[src/rtl/pwm_breathe_array.sv]
// Multi-channel breathing-LED PWM: prescaler, PWM period counter and a shared
// triangular duty ramp, with per-channel off / on / breathe / inverse-breathe.
module pwm_breathe_array #(
  parameter int CH     = 4,
  parameter int PRESC  = 500,
  parameter int PERIOD = 1000,
  parameter int STEP   = 1,
  parameter int CW     = $clog2(PERIOD + 1)
) (
  input  logic            clk,
  input  logic            rst,
  input  logic            en,
  input  logic [2*CH-1:0] mode,
  output logic [CH-1:0]   pio_led,
  output logic            frame,
  output logic            cycle_done
);

  localparam int PW = (PRESC > 1) ? $clog2(PRESC) : 1;
  localparam logic [PW-1:0] PRE_MAX  = PW'(PRESC - 1);
  localparam logic [CW-1:0] PCNT_MAX = CW'(PERIOD - 1);
  localparam logic [CW-1:0] PERIOD_C = CW'(PERIOD);
  localparam logic [CW-1:0] STEP_C   = CW'(STEP);
  localparam logic [CW:0]   PERIOD_X = (CW + 1)'(PERIOD);
  localparam logic [CW:0]   STEP_X   = (CW + 1)'(STEP);

  logic [PW-1:0] pre;
  logic [CW-1:0] pcnt;
  logic [CW-1:0] duty;
  logic          dir;

  logic          tick;
  logic          wrap;
  logic [CW:0]   up_sum;
  logic [CW-1:0] inv_thr;
  logic [CW-1:0] duty_nxt;
  logic          dir_nxt;
  logic          done_nxt;
  logic          b;
  logic          ib;
  logic [CH-1:0] led_nxt;

  always_comb begin
    tick     = en && (pre == PRE_MAX);
    wrap     = tick && (pcnt == PCNT_MAX);
    up_sum   = {1'b0, duty} + STEP_X;
    inv_thr  = PERIOD_C - duty;
    duty_nxt = duty;
    dir_nxt  = dir;
    done_nxt = 1'b0;
    // Ramp moves only at the frame boundary, so a frame never sees two duties.
    if (wrap) begin
      if (!dir) begin
        if (up_sum >= PERIOD_X) begin
          duty_nxt = PERIOD_C;
          dir_nxt  = 1'b1;
        end else begin
          duty_nxt = up_sum[CW-1:0];
        end
      end else begin
        if ({1'b0, duty} <= STEP_X) begin
          duty_nxt = '0;
          dir_nxt  = 1'b0;
          done_nxt = (duty != '0);
        end else begin
          duty_nxt = duty - STEP_C;
        end
      end
    end
  end

  always_comb begin
    b       = (pcnt < duty);
    ib      = (pcnt < inv_thr);
    led_nxt = '0;
    for (int i = 0; i < CH; i++) begin
      case (mode[2*i +: 2])
        2'b00:   led_nxt[i] = 1'b0;
        2'b01:   led_nxt[i] = 1'b1;
        2'b10:   led_nxt[i] = b;
        default: led_nxt[i] = ib;
      endcase
    end
    if (!en) led_nxt = '0;
  end

  always_ff @(posedge clk) begin
    if (rst) begin
      pre        <= '0;
      pcnt       <= '0;
      duty       <= '0;
      dir        <= 1'b0;
      pio_led    <= '0;
      frame      <= 1'b0;
      cycle_done <= 1'b0;
    end else begin
      if (tick)    pre <= '0;
      else if (en) pre <= pre + 1'b1;
      if (tick)    pcnt <= wrap ? '0 : pcnt + 1'b1;
      duty       <= duty_nxt;
      dir        <= dir_nxt;
      pio_led    <= led_nxt;
      frame      <= wrap;
      cycle_done <= done_nxt;
    end
  end

endmodule

[config.mk]
export PLATFORM = sky130hd
export DESIGN_NAME = pwm_breathe_array
export DESIGN_NICKNAME = d
export VERILOG_FILES = /design/src/rtl/pwm_breathe_array.sv
export SDC_FILE = /design/constraint.sdc
export NUM_CORES = 1
export LEC_CHECK = 0
export CORE_MARGIN = 2
export CORE_UTILIZATION = 40
export DETAILED_ROUTE_END_ITERATION = 6
export HOLD_SLACK_MARGIN = 0.02
export SLEW_MARGIN = 20
export SYNTH_ARGS = -nofsm -noshare
export SYNTH_HDL_FRONTEND = slang
export SYNTH_SLANG_ARGS = --single-unit
export TNS_END_PERCENT = 1
[constraint.sdc]
create_clock -name clk -period 3.3 [get_ports clk]
set_input_delay 0.66 -clock clk [delete_from_list [all_inputs] [get_ports clk]]
set_output_delay 0.66 -clock clk [all_outputs]
set_load 0.005 [all_outputs]
After elaboration in Yosys (flattened, before gate mapping)
Index checks and enable logic that the tools add are counted.
- $add $sub $neg: 5
- multipliers: 0
- divide/modulo/power cells: 0
- magnitude comparators: 4
- equal/unequal tests: 10
- shift operators: 0
- mux-type cells: 11
- bitwise operators: 4
- reductions and logical operators: 10
- operators by type and width (kind ; count):
    10-bit 2-to-1 mux ; 4
    10-bit less-than comparator ; 2
    1-bit one-hot mux with 3 select lines ; 4
    10-bit by 1-bit adder with 11-bit output (second input constant) ; 1
    11-bit by 10-bit >= comparator with 1-bit output (second input constant) ; 1
    10-bit by 1-bit adder with 10-bit output (second input constant) ; 1
    10-bit equality test (second input constant) ; 1
    10-bit by 1-bit <= comparator with 1-bit output (second input constant) ; 1
    10-bit nonzero test ; 1
    10-bit by 1-bit subtractor with 10-bit output (second input constant) ; 1
    10-bit subtractor (first input constant) ; 1
    9-bit by 1-bit adder with 9-bit output (second input constant) ; 1
    9-bit equality test (second input constant) ; 1
    2-bit by 1-bit equality test with 1-bit output (second input constant) ; 4
    2-bit equality test (second input constant) ; 4
    2-bit logical NOT ; 4
    1-bit NOT ; 4
    2-bit OR reduction ; 2
    4-bit OR reduction ; 1
    1-bit 2-to-1 mux ; 3
    1-bit logical AND ; 2
- register bits: 36
- bits in latches: 0
- bits in writable memories: 0
- bits in read-only memories: 0
- input port bits: 11
- output and inout port bits: 6
- logic and storage cells: 51
- memories: 0

Longest topological paths before layout
- word-level depth: 5
- depth in mapped cells: 14
- gate-level depth less buffers: 12

Least setup slack after synthesis
Ideal clock, no wire load.
- path kind: register -> register
- start: register duty[0]
- end: register pio_led[0]
- data arrival time: 2.466 ns
- required time: 3.208 ns
- slack: 0.741 ns
- stages on the path, launching flop included: 15
- path buffers: 2
- period minus slack after synthesis: 2.559 ns
- cell sequence: dfxtp_1 > clkbuf_1 > inv_1 > ha_1 > clkbuf_1 > nand2_1 > a21oi_1 > nor2_1 > xnor2_1 > ha_1 > a21oi_1 > o21ai_0 > nor3_1 > o21ai_0 > o32ai_1
- word-level cells in the longest chain between the ends: 3
- RTL lines (what ; line ; RTL):
    start: declaration ; 29 ; logic [CW-1:0] duty;
    start signal: assignment ; 100 ; duty <= duty_nxt;
    10-bit subtractor ; 47 ; inv_thr = PERIOD_C - duty;
    10-bit less-than comparator ; 74 ; ib = (pcnt < inv_thr);
    1-bit one-hot mux with 3 select lines (*) ; 77 ; case (mode[2*i +: 2])
    end signal: assignment ; 102 ; pio_led <= led_nxt;
    end: declaration ; 14 ; output logic [CH-1:0] pio_led,
Mark *: on every way between the ends. The rest lies on a longest branch, timed or not.
A chain may end at the register's enable or synchronous reset.

Worst setup path after layout
- start: register duty[0]
- end: register pio_led[3]
The elaborated chain is that of the path after synthesis.

==> impl_metrics.tcl <==
set metrics [dict create \
    synth_xor_area_frac 0.0883 \
    tritoncts "yes" \
    clk_pin_slew_ns 0.07 \
    netlist_area_sq_um 2680 \
    yosys.area_share.adder 0.107 \
    drive_above_1_share 0.0756 \
    final_nets 390 \
    dp_hpwl_um 5070 \
    die_w_um 85.8 \
    reg2reg_depth 11 \
    period_share 0.797 \
    die_y_um 85.8 \
    cts_setup_buffers 0 \
    grt_pass1_vias 2331 \
    synthFlopType "dfxtp_1" \
    synthMuxAreaShare 0.00374 \
    placed_area_sq_um 2930 \
    cts_hold_buf 0 \
    globalplace.congestion 0.865 \
    syn_inst 342 \
    yosysMostFrequentCell "nor2_1" \
    drc_errors 3 \
    synth_top_area_frac 0.269 \
    cts_resized 0 \
    cp_data_arrival_time_ns 2.82 \
    crit_fanout 12 \
    setup_viol 0 \
    grt_pass1_wl_um 11400 \
    grt_max_degree 18 \
    cts_buffers 5 \
    drt_pass1_iterations 6 \
    drtAntennaViolNets 0 \
    hp-class "reg2reg" \
    slew_viol_final 0 \
    start_util 0.417 \
    synthDistinctLibCells 51 \
    cp-end-kind "flop" \
    syn_to_final_growth_pct 12.7 \
    timing.final.hold_violations 0 \
    finalCriticalPeriod_ns 2.63 \
    critPathKind "reg2reg" \
    viasPerCell 5.87 \
    rows 29 \
    grt_overflow 0 \
    grt_antenna_before_repair 0 \
    port_buffers 16 \
    yosysSeqAreaShare 0.269 \
    whs_path_depth 2 \
    worst_pin_slew_ns 0.626 \
    grt_util_all_layers 0.193 \
    ir_drop_uv 186 \
    drt-initial-drc-count 160 \
    power_w 0.000859 \
    tns_ns 0 \
    worst_hold_slack_ns 0.527 \
    status "complete, but fails checks" \
    drt-total-wl_um 6800 \
    synth-seq-cells 36 \
    ios 17 \
    synth-edff-count 0 \
    cts_max_level 2 \
    clock-sinks 36 \
    synth_nets 376 \
    fillers 648 \
    synth_common_cells "37 x nor2_1, 36 x dfxtp_1, 23 x a21oi_1, 23 x ha_1, 20 x o21ai_0" \
    cap_violations 0 \
    violations "DRC" \
    synthTopCellsByArea "dfxtp_1 27%, ha_1 11%, xnor2_1 5.2%, nor2_1 5.2%, a21oi_1 4.3%" \
    skew_ns 0.00579 \
    die_area_sq_um 7370 \
    diodes 0 \
    power_density_nw_per_um2 284 \
    synth_compound_area_frac 0.207 \
    insertion_delay_ns 0.29 \
    crit_required_ns 3.49 \
    relSlewSlack 0.579 \
    yosysTopAreaCell "dfxtp_1" \
    ys_warn_count 0 \
    stdcell_area_sq_um 3020 \
    cts_root_buf "clkbuf_8" \
    design.core.area_sq_um 6420 \
    dr_total_vias 2549 \
    p_leak_nw 1.10 \
    synthSimpleGateAreaFrac 0.263 \
    rsz0062_at_grt "false" \
    syn_avg_cell_area_sq_um 7.83 \
    synthArstFlopShare 0 \
    fmax_ghz 0.380 \
    clk_path_buf_depth 2 \
    cp-start-kind "flop" \
    synth_top_family_by_area "simple AND/OR/NAND/NOR gates" \
    fin_util 0.470 \
    routedWlPerCell_um 15.7 \
]
-- cell usage in the layout, fill, tap and decap left out, drive strengths merged, types with 4 or more instances in the layout --
cell type      Yosys  final
clkbuf            12      7
nand2             19     19
o21ai             20     20
a31oi              6      6
or2                4      4
xnor2             16     16
nand2b             7      7
nand4             15     15
and3               4      4
clkdlybuf4s50      0     16
nor2              37     37
a211oi             5      5
inv               17     17
o32ai              6      6
nand3             10     10
nor3              12     12
ha                23     23
dfxtp             36     36
a21oi             23     23
xor2              11     11
buf                8     11
and4               5      5
o31ai              4      4
nor4               7      7
-- registers in the layout (all words and copies together), names as in the netlist --
signal / count
duty: 10
pcnt: 10
pre: 9
pio_led: 4
cycle_done: 1
dir: 1
frame: 1
-- routing by layer --
layer  GRT usage  wire length [um]  vias up
met5           0                 0        -
met4      0.0808               173        0
met3      0.0366               410       17
met2       0.304              3050      100
met1       0.259              3170     1157
li1            -                 -     1275
-- critical path, cell delays in order, from the launching register on --
cell and delay (ns):
dfxtp_1 0.41, buf_4 0.22, nor3_1 0.10, o21ai_0 0.38, nand3_1 0.15, xnor2_1 0.16, ha_1 0.30, nand4_1 0.09
o21ai_0 0.09, nor3_1 0.35, o21ai_0 0.14, o32ai_1 0.14
-- layout make-up --
type                    instances  area, sq um  area share
flip-flops and latches         36          721       0.239
well taps                      77         96.3      0.0319
clock buffers                   7         86.3      0.0286
clock inverters                 1         7.51     0.00249
multi-input cells             267         1790       0.594
inverters                      19         71.3      0.0236
repair buffers                 27          243      0.0804
-- logic make-up (layout without fill, tap and decap cells) --
kind of cell | Yosys count | after routing
AND/OR/NAND/NOR | 130 | 130
buffers and inverters | 39 | 54
adder cells (fa/ha/maj) | 23 | 23
flip-flops | 36 | 36
AO/OA/AOI/OAI | 86 | 86
XOR/XNOR | 27 | 27
multiplexers | 1 | 1
-- per-stage QoR --
| step | cells | setup slack (ns) |
|---|---|---|
| 3_3_place_gp | 426 | 0.455 |
| 5_1_grt | 434 | 0.368 |
| 6_report | 434 | 0.669 |
| 3_5_place_dp | 426 | 0.424 |
| 4_1_cts | 434 | 0.625 |
| 2_1_floorplan | 342 | 0.741 |
-- report_power, final --
part	switching (W)	internal (W)	total (W)
clock network	0.000166	0.000170	0.000335
logic	0.0000405	0.0000383	0.0000788
registers	0.00000364	0.000441	0.000445
-- final timing paths --
kind,from,endpoint,slack [ns]
min,pre[1],pre[1],0.53
min reg2reg,pre[1],pre[1],0.53
max reg2reg,duty[0],pio_led[3],0.67
max,duty[0],pio_led[3],0.67
(Power assumes the default switching activity.)
==> edit 1, RTL diff (same flow settings) <==
Set the parameter `CH` to 6 (it was 4).
--- a/src/rtl/pwm_breathe_array.sv
+++ b/src/rtl/pwm_breathe_array.sv
@@ -1,7 +1,7 @@
 // Multi-channel breathing-LED PWM: prescaler, PWM period counter and a shared
 // triangular duty ramp, with per-channel off / on / breathe / inverse-breathe.
 module pwm_breathe_array #(
-  parameter int CH     = 4,
+  parameter int CH     = 6,
   parameter int PRESC  = 500,
   parameter int PERIOD = 1000,
   parameter int STEP   = 1,
Interface: changed (resized mode and pio_led); port bits go from 17 to 23. The function was not compared with the original's and may differ.
==> edit 1 against the unedited design <==
Routed wire length shrank 0.68%. Worst setup slack worse by 280 ps. Die area increased by 0.81%. Via count shrank 0.35%. Synthesized area increased by 0.84%. Total power is 6.6% higher. Sequential cell count rose by 2. Design area up 2.1%. Critical path type unchanged.
==> edit 1: results (changes against the unedited design) <==
- Status: finished, final reports clean
- Share of layout cells above drive strength 1: 0.06906 (-0.006569)
- Largest net degree at the start of global routing: 17 (-1)
- Worst VDD drop: 178.1 µV (-4.1%)
- Vias in the first global route: 2426 (+4.1%)
- WHS Endpoint: pre[8]
- HP Start: pre[8]
- Unique masters post-synth: 55 (+7.8%)
- Worst hold margin: 525.3 ps (-1.377 ps)
- Max FO, Critical Path: 9 (-3)
- Critical path data arrival time: 3140 ps (+320 ps)
- LEAKAGE: 1.096 nW (-0.76%)
- Worst Skew: 12.89 ps (+7.101 ps)
- Worst-path clk slew: 90 ps (+20 ps)
- First-pass GRT wire length: 11480 µm (+0.91%)
- Synth area leaders: dfxtp_1 28%, ha_1 11%, nor2_1 6.3%
- Dpl ws: 446.5 ps (+22.87 ps)
- Worst Max-Slew Pin Slew: 610.9 ps (-15.25 ps)
- Sequential area share after synthesis: 0.2816 (+0.01258)
- Max stage delay on crit path: 540 ps (+130 ps)
- Worst reg2reg setup slack: 390 ps (-280 ps)
- Placed wire-length estimate: 5019 µm (-0.90%)
- Synth top cells by count: 45 x nor2_1, 38 x dfxtp_1, 23 x ha_1
- Reg2reg path depth: 10 (-1)
- FMAX: 343.6 MHz (-9.6%)
- Routability cong.: 0.8925 (+3.1%)
- Nets: 399 (+2.3%)
- First-pass iteration count of the detailed router: 5 (-1)
==> edit 1: cell types whose count changed in the layout (fill, tap and decap cells not counted), moves of 4 or more <==
cell,change
nand2b_1,+6
buf_4,-6
o22ai_1,+4
nor2_1,+8
clkdlybuf4s50_1,+6
nor4bb_1,+5
inv_1,-4
o32ai_1,-5
nand4_1,-8
==> edit 1: logic make-up after synthesis <==
kind of cell / count (synthesis) / share of synthesized area
flip-flops: 38 / 0.2816
XOR/XNOR: 25 / 0.08106
AO/OA/AOI/OAI: 86 / 0.2052
buffers and inverters: 26 / 0.04493
adder cells (fa/ha/maj): 23 / 0.1065
AND/OR/NAND/NOR: 140 / 0.2770
multiplexers: 1 / 0.003706
==> edit 1: layout make-up <==
cell class | instances | area share
clock buffer | 6 | 0.02680
tap | 77 | 0.03126
inverter | 14 | 0.01705
clock inverter | 2 | 0.004060
sequential | 38 | 0.2469
timing repair buffer | 27 | 0.08364
multi-input combinational | 275 | 0.5903
==> edit 1: report_power, final <==
part           leakage, nW  internal [mW]  switching, mW  total [mW]
registers            0.308          0.467        0.00798       0.475
clock network       0.0472          0.168          0.186       0.354
logic                0.741         0.0442         0.0423      0.0865
total                 1.10          0.679          0.236       0.916
==> edit 1: per-layer routing <==
| layer | part of all wire | routed length, µm | vias to the layer above | track usage |
|---|---|---|---|---|
| met5 | 0 | 0 | - | 0 |
| met4 | 0.024 | 163 | 0 | 0.08381 |
| met3 | 0.067 | 452 | 15 | 0.04000 |
| met2 | 0.44 | 3003 | 105 | 0.3094 |
| met1 | 0.46 | 3135 | 1132 | 0.2550 |
| li1 | - | - | 1288 | - |
==> edit 1: stage by stage <==
stage                     instances  instance area, µm²
final                           439                3082
after global routing            439                3082
after CTS                       439                3082
after detailed placement        431                2987
after global placement          431                2987
after floorplan                 339                2701
==> edit 2, RTL diff (same settings) <==
Made on the original files. Make the reset (`rst`) asynchronous in one clocked block.
--- a/src/rtl/pwm_breathe_array.sv
+++ b/src/rtl/pwm_breathe_array.sv
@@ -84,7 +84,7 @@
     if (!en) led_nxt = '0;
   end
 
-  always_ff @(posedge clk) begin
+  always_ff @(posedge clk or posedge rst) begin
     if (rst) begin
       pre        <= '0;
       pcnt       <= '0;
Function: differs if rst is asserted again (counterexample within 4 cycles, from zero or initial values and one cycle with rst high); with rst held inactive, the same outputs for 10 cycles.
==> edit 2 against the unedited design <==
Sequential cell count is the same. Synthesized area increased by 1.7%. First-iteration DRC count is 12% higher. Routed wire length decreased by 3.4%. Total power increased by 18%. Design area is 1.5% higher. Worst setup slack lost 210 ps. Largest cell class unchanged.
==> edit 2: results (changes against the unedited design) <==
- Status: finished, final reports clean
- Sequential area share after synthesis: 0.3306 (+0.06155)
- Yosys Warn Count: 0 (unchanged)
- Initial antenna violation count: 0 (unchanged)
- ANT nets after route: 0 (unchanged)
- WHS Path Cells: 1 (-1)
- Worst reg2reg setup slack: 460 ps (-210 ps)
- Post-synth ARST share: 1.000 (+1.000)
- Post-place instance area: 2952 µm² (+0.90%)
- Syn nets: 362 (-3.7%)
- Combinational Power Share: 0.092 (about the same)
- Post-cts resize count: 0 (unchanged)
- Placed wire-length estimate: 4747 µm (-6.3%)
- First-pass iteration count of the detailed router: 4 (-2)
- Reg2reg path depth: 12 (+1)
- Input/output buffers: 16 (unchanged)
- WHS Endpoint: pre[7]
- LEAKAGE: 1.304 nW (+18%)
- Unique masters post-synth: 52 (+2.0%)
- Worst VDD drop: 133.6 µV (-28%)
- Vias in the first global route: 2260 (-3.0%)
- TritonCTS Buffers: 5 (unchanged)
- WL per Instance: 15.61 µm (-0.40%)
- Diode count: 0 (unchanged)
- Critical Path End: pio_led[2]
- Clock share of power: 0.397 (+0.007)
- Global Route Usage Sum: 0.1882 (-0.004843)
- Min-delay worst type: reg -> reg
- DRT iter0 DRCs: 179 (+12%)
- Postcts setup bufs: 0 (unchanged)
- Max FO, Critical Path: 7 (-5)
- Synth area leaders: dfrtp_1 33%, ha_1 11%, o21ai_0 5.5%
- Share of layout cells above drive strength 1: 0.05279 (-0.02284)
- Skew-Pair Late Insertion Delay: 300 ps
- Filler cell count: 668 (+3.1%)
- Dpl ws: 494.7 ps (+71.04 ps)
- HP Start: pre[7]
- Fin cells: 421 (-3.0%)
- Final period util: 0.8611 (+0.06388)
- Routability cong.: 0.8253 (-4.6%)
- Worst-path clk slew: about 80 ps
- Relative slew margins: 0.5849 (+0.005844)
- Reg2reg start: duty[1]
- Dpl cells: 413 (-3.1%)
- Mean Syn Cell Area: 8.308 µm² (+6.1%)
- Via count: 2439 (-4.3%)
- First-pass GRT wire length: 11230 µm (-1.3%)
- Critical path data arrival time: 3050 ps (+230 ps)
- Worst Skew: 4.497 ps (-1.288 ps)
- Synth top cells by count: 36 x dfrtp_1, 33 x nand2_1, 30 x o21ai_0
- Nets: 374 (-4.1%)
- Largest net degree at the start of global routing: 37 (+19)
- Crit Path Class: reg -> reg
- Switching Fraction: 0.2611 (+0.01682)
edit 2: changes by cell type after synthesis, sizes merged, moves of 6 or more:
| cell | delta |
|---|---|
| dfrtp | +36 |
| dfxtp | -36 |
| nand2 | +15 |
| nor2 | -13 |
| o21ai | +11 |
| o211ai | +7 |
| a31oi | -6 |
| xor2 | -6 |
edit 2: stage by stage:
stage	power (mW)	hold WS, ps
global route	1.061	528.0
detailed placement	0.6192	487.3
CTS	1.021	501.0
global placement	0.6143	481.3
floorplan	0.5773	448.8
finish	1.011	501.7
edit 2: cell type report:
type                    instances  area [µm²]  share of cell area
clock inverters                 3       42.54             0.01389
repair buffers                 19       182.7             0.05964
well taps                      80       100.1             0.03268
clock buffers                   5       68.82             0.02247
multi-input cells             263        1712              0.5588
flip-flops and latches         36       900.9              0.2941
inverters                      15       56.30             0.01838
edit 2: cell families (layout without fill, tap and decap cells):
family,count (synthesis),in the layout,synth area share
and+or+nand+nor,129,129,0.2530
AOI/OAI and AO/OA,92,92,0.2075
DFF,36,36,0.3306
buffers and inverters,29,42,0.04132
adders and majority gates,23,23,0.1056
xor gates and xnor gates,17,17,0.05464
muxes,2,2,0.007346
edit 2: critical path: stages, from the launching register on:
cell	delay, ps
dfrtp_1	430
inv_1	180
ha_1	370
nand2_1	130
a21oi_1	210
nor2_1	80
xnor2_1	130
ha_1	170
or3_1	340
a221oi_1	240
o21a_1	260
o211ai_1	110
o21ai_0	100
edit 2: layer usage:
metal / GRT usage / wire [µm]
met1: 0.2746 / 3265
met5: 0 / 0
met3: 0.03048 / 294
met2: 0.2839 / 2890
met4: 0.06108 / 119
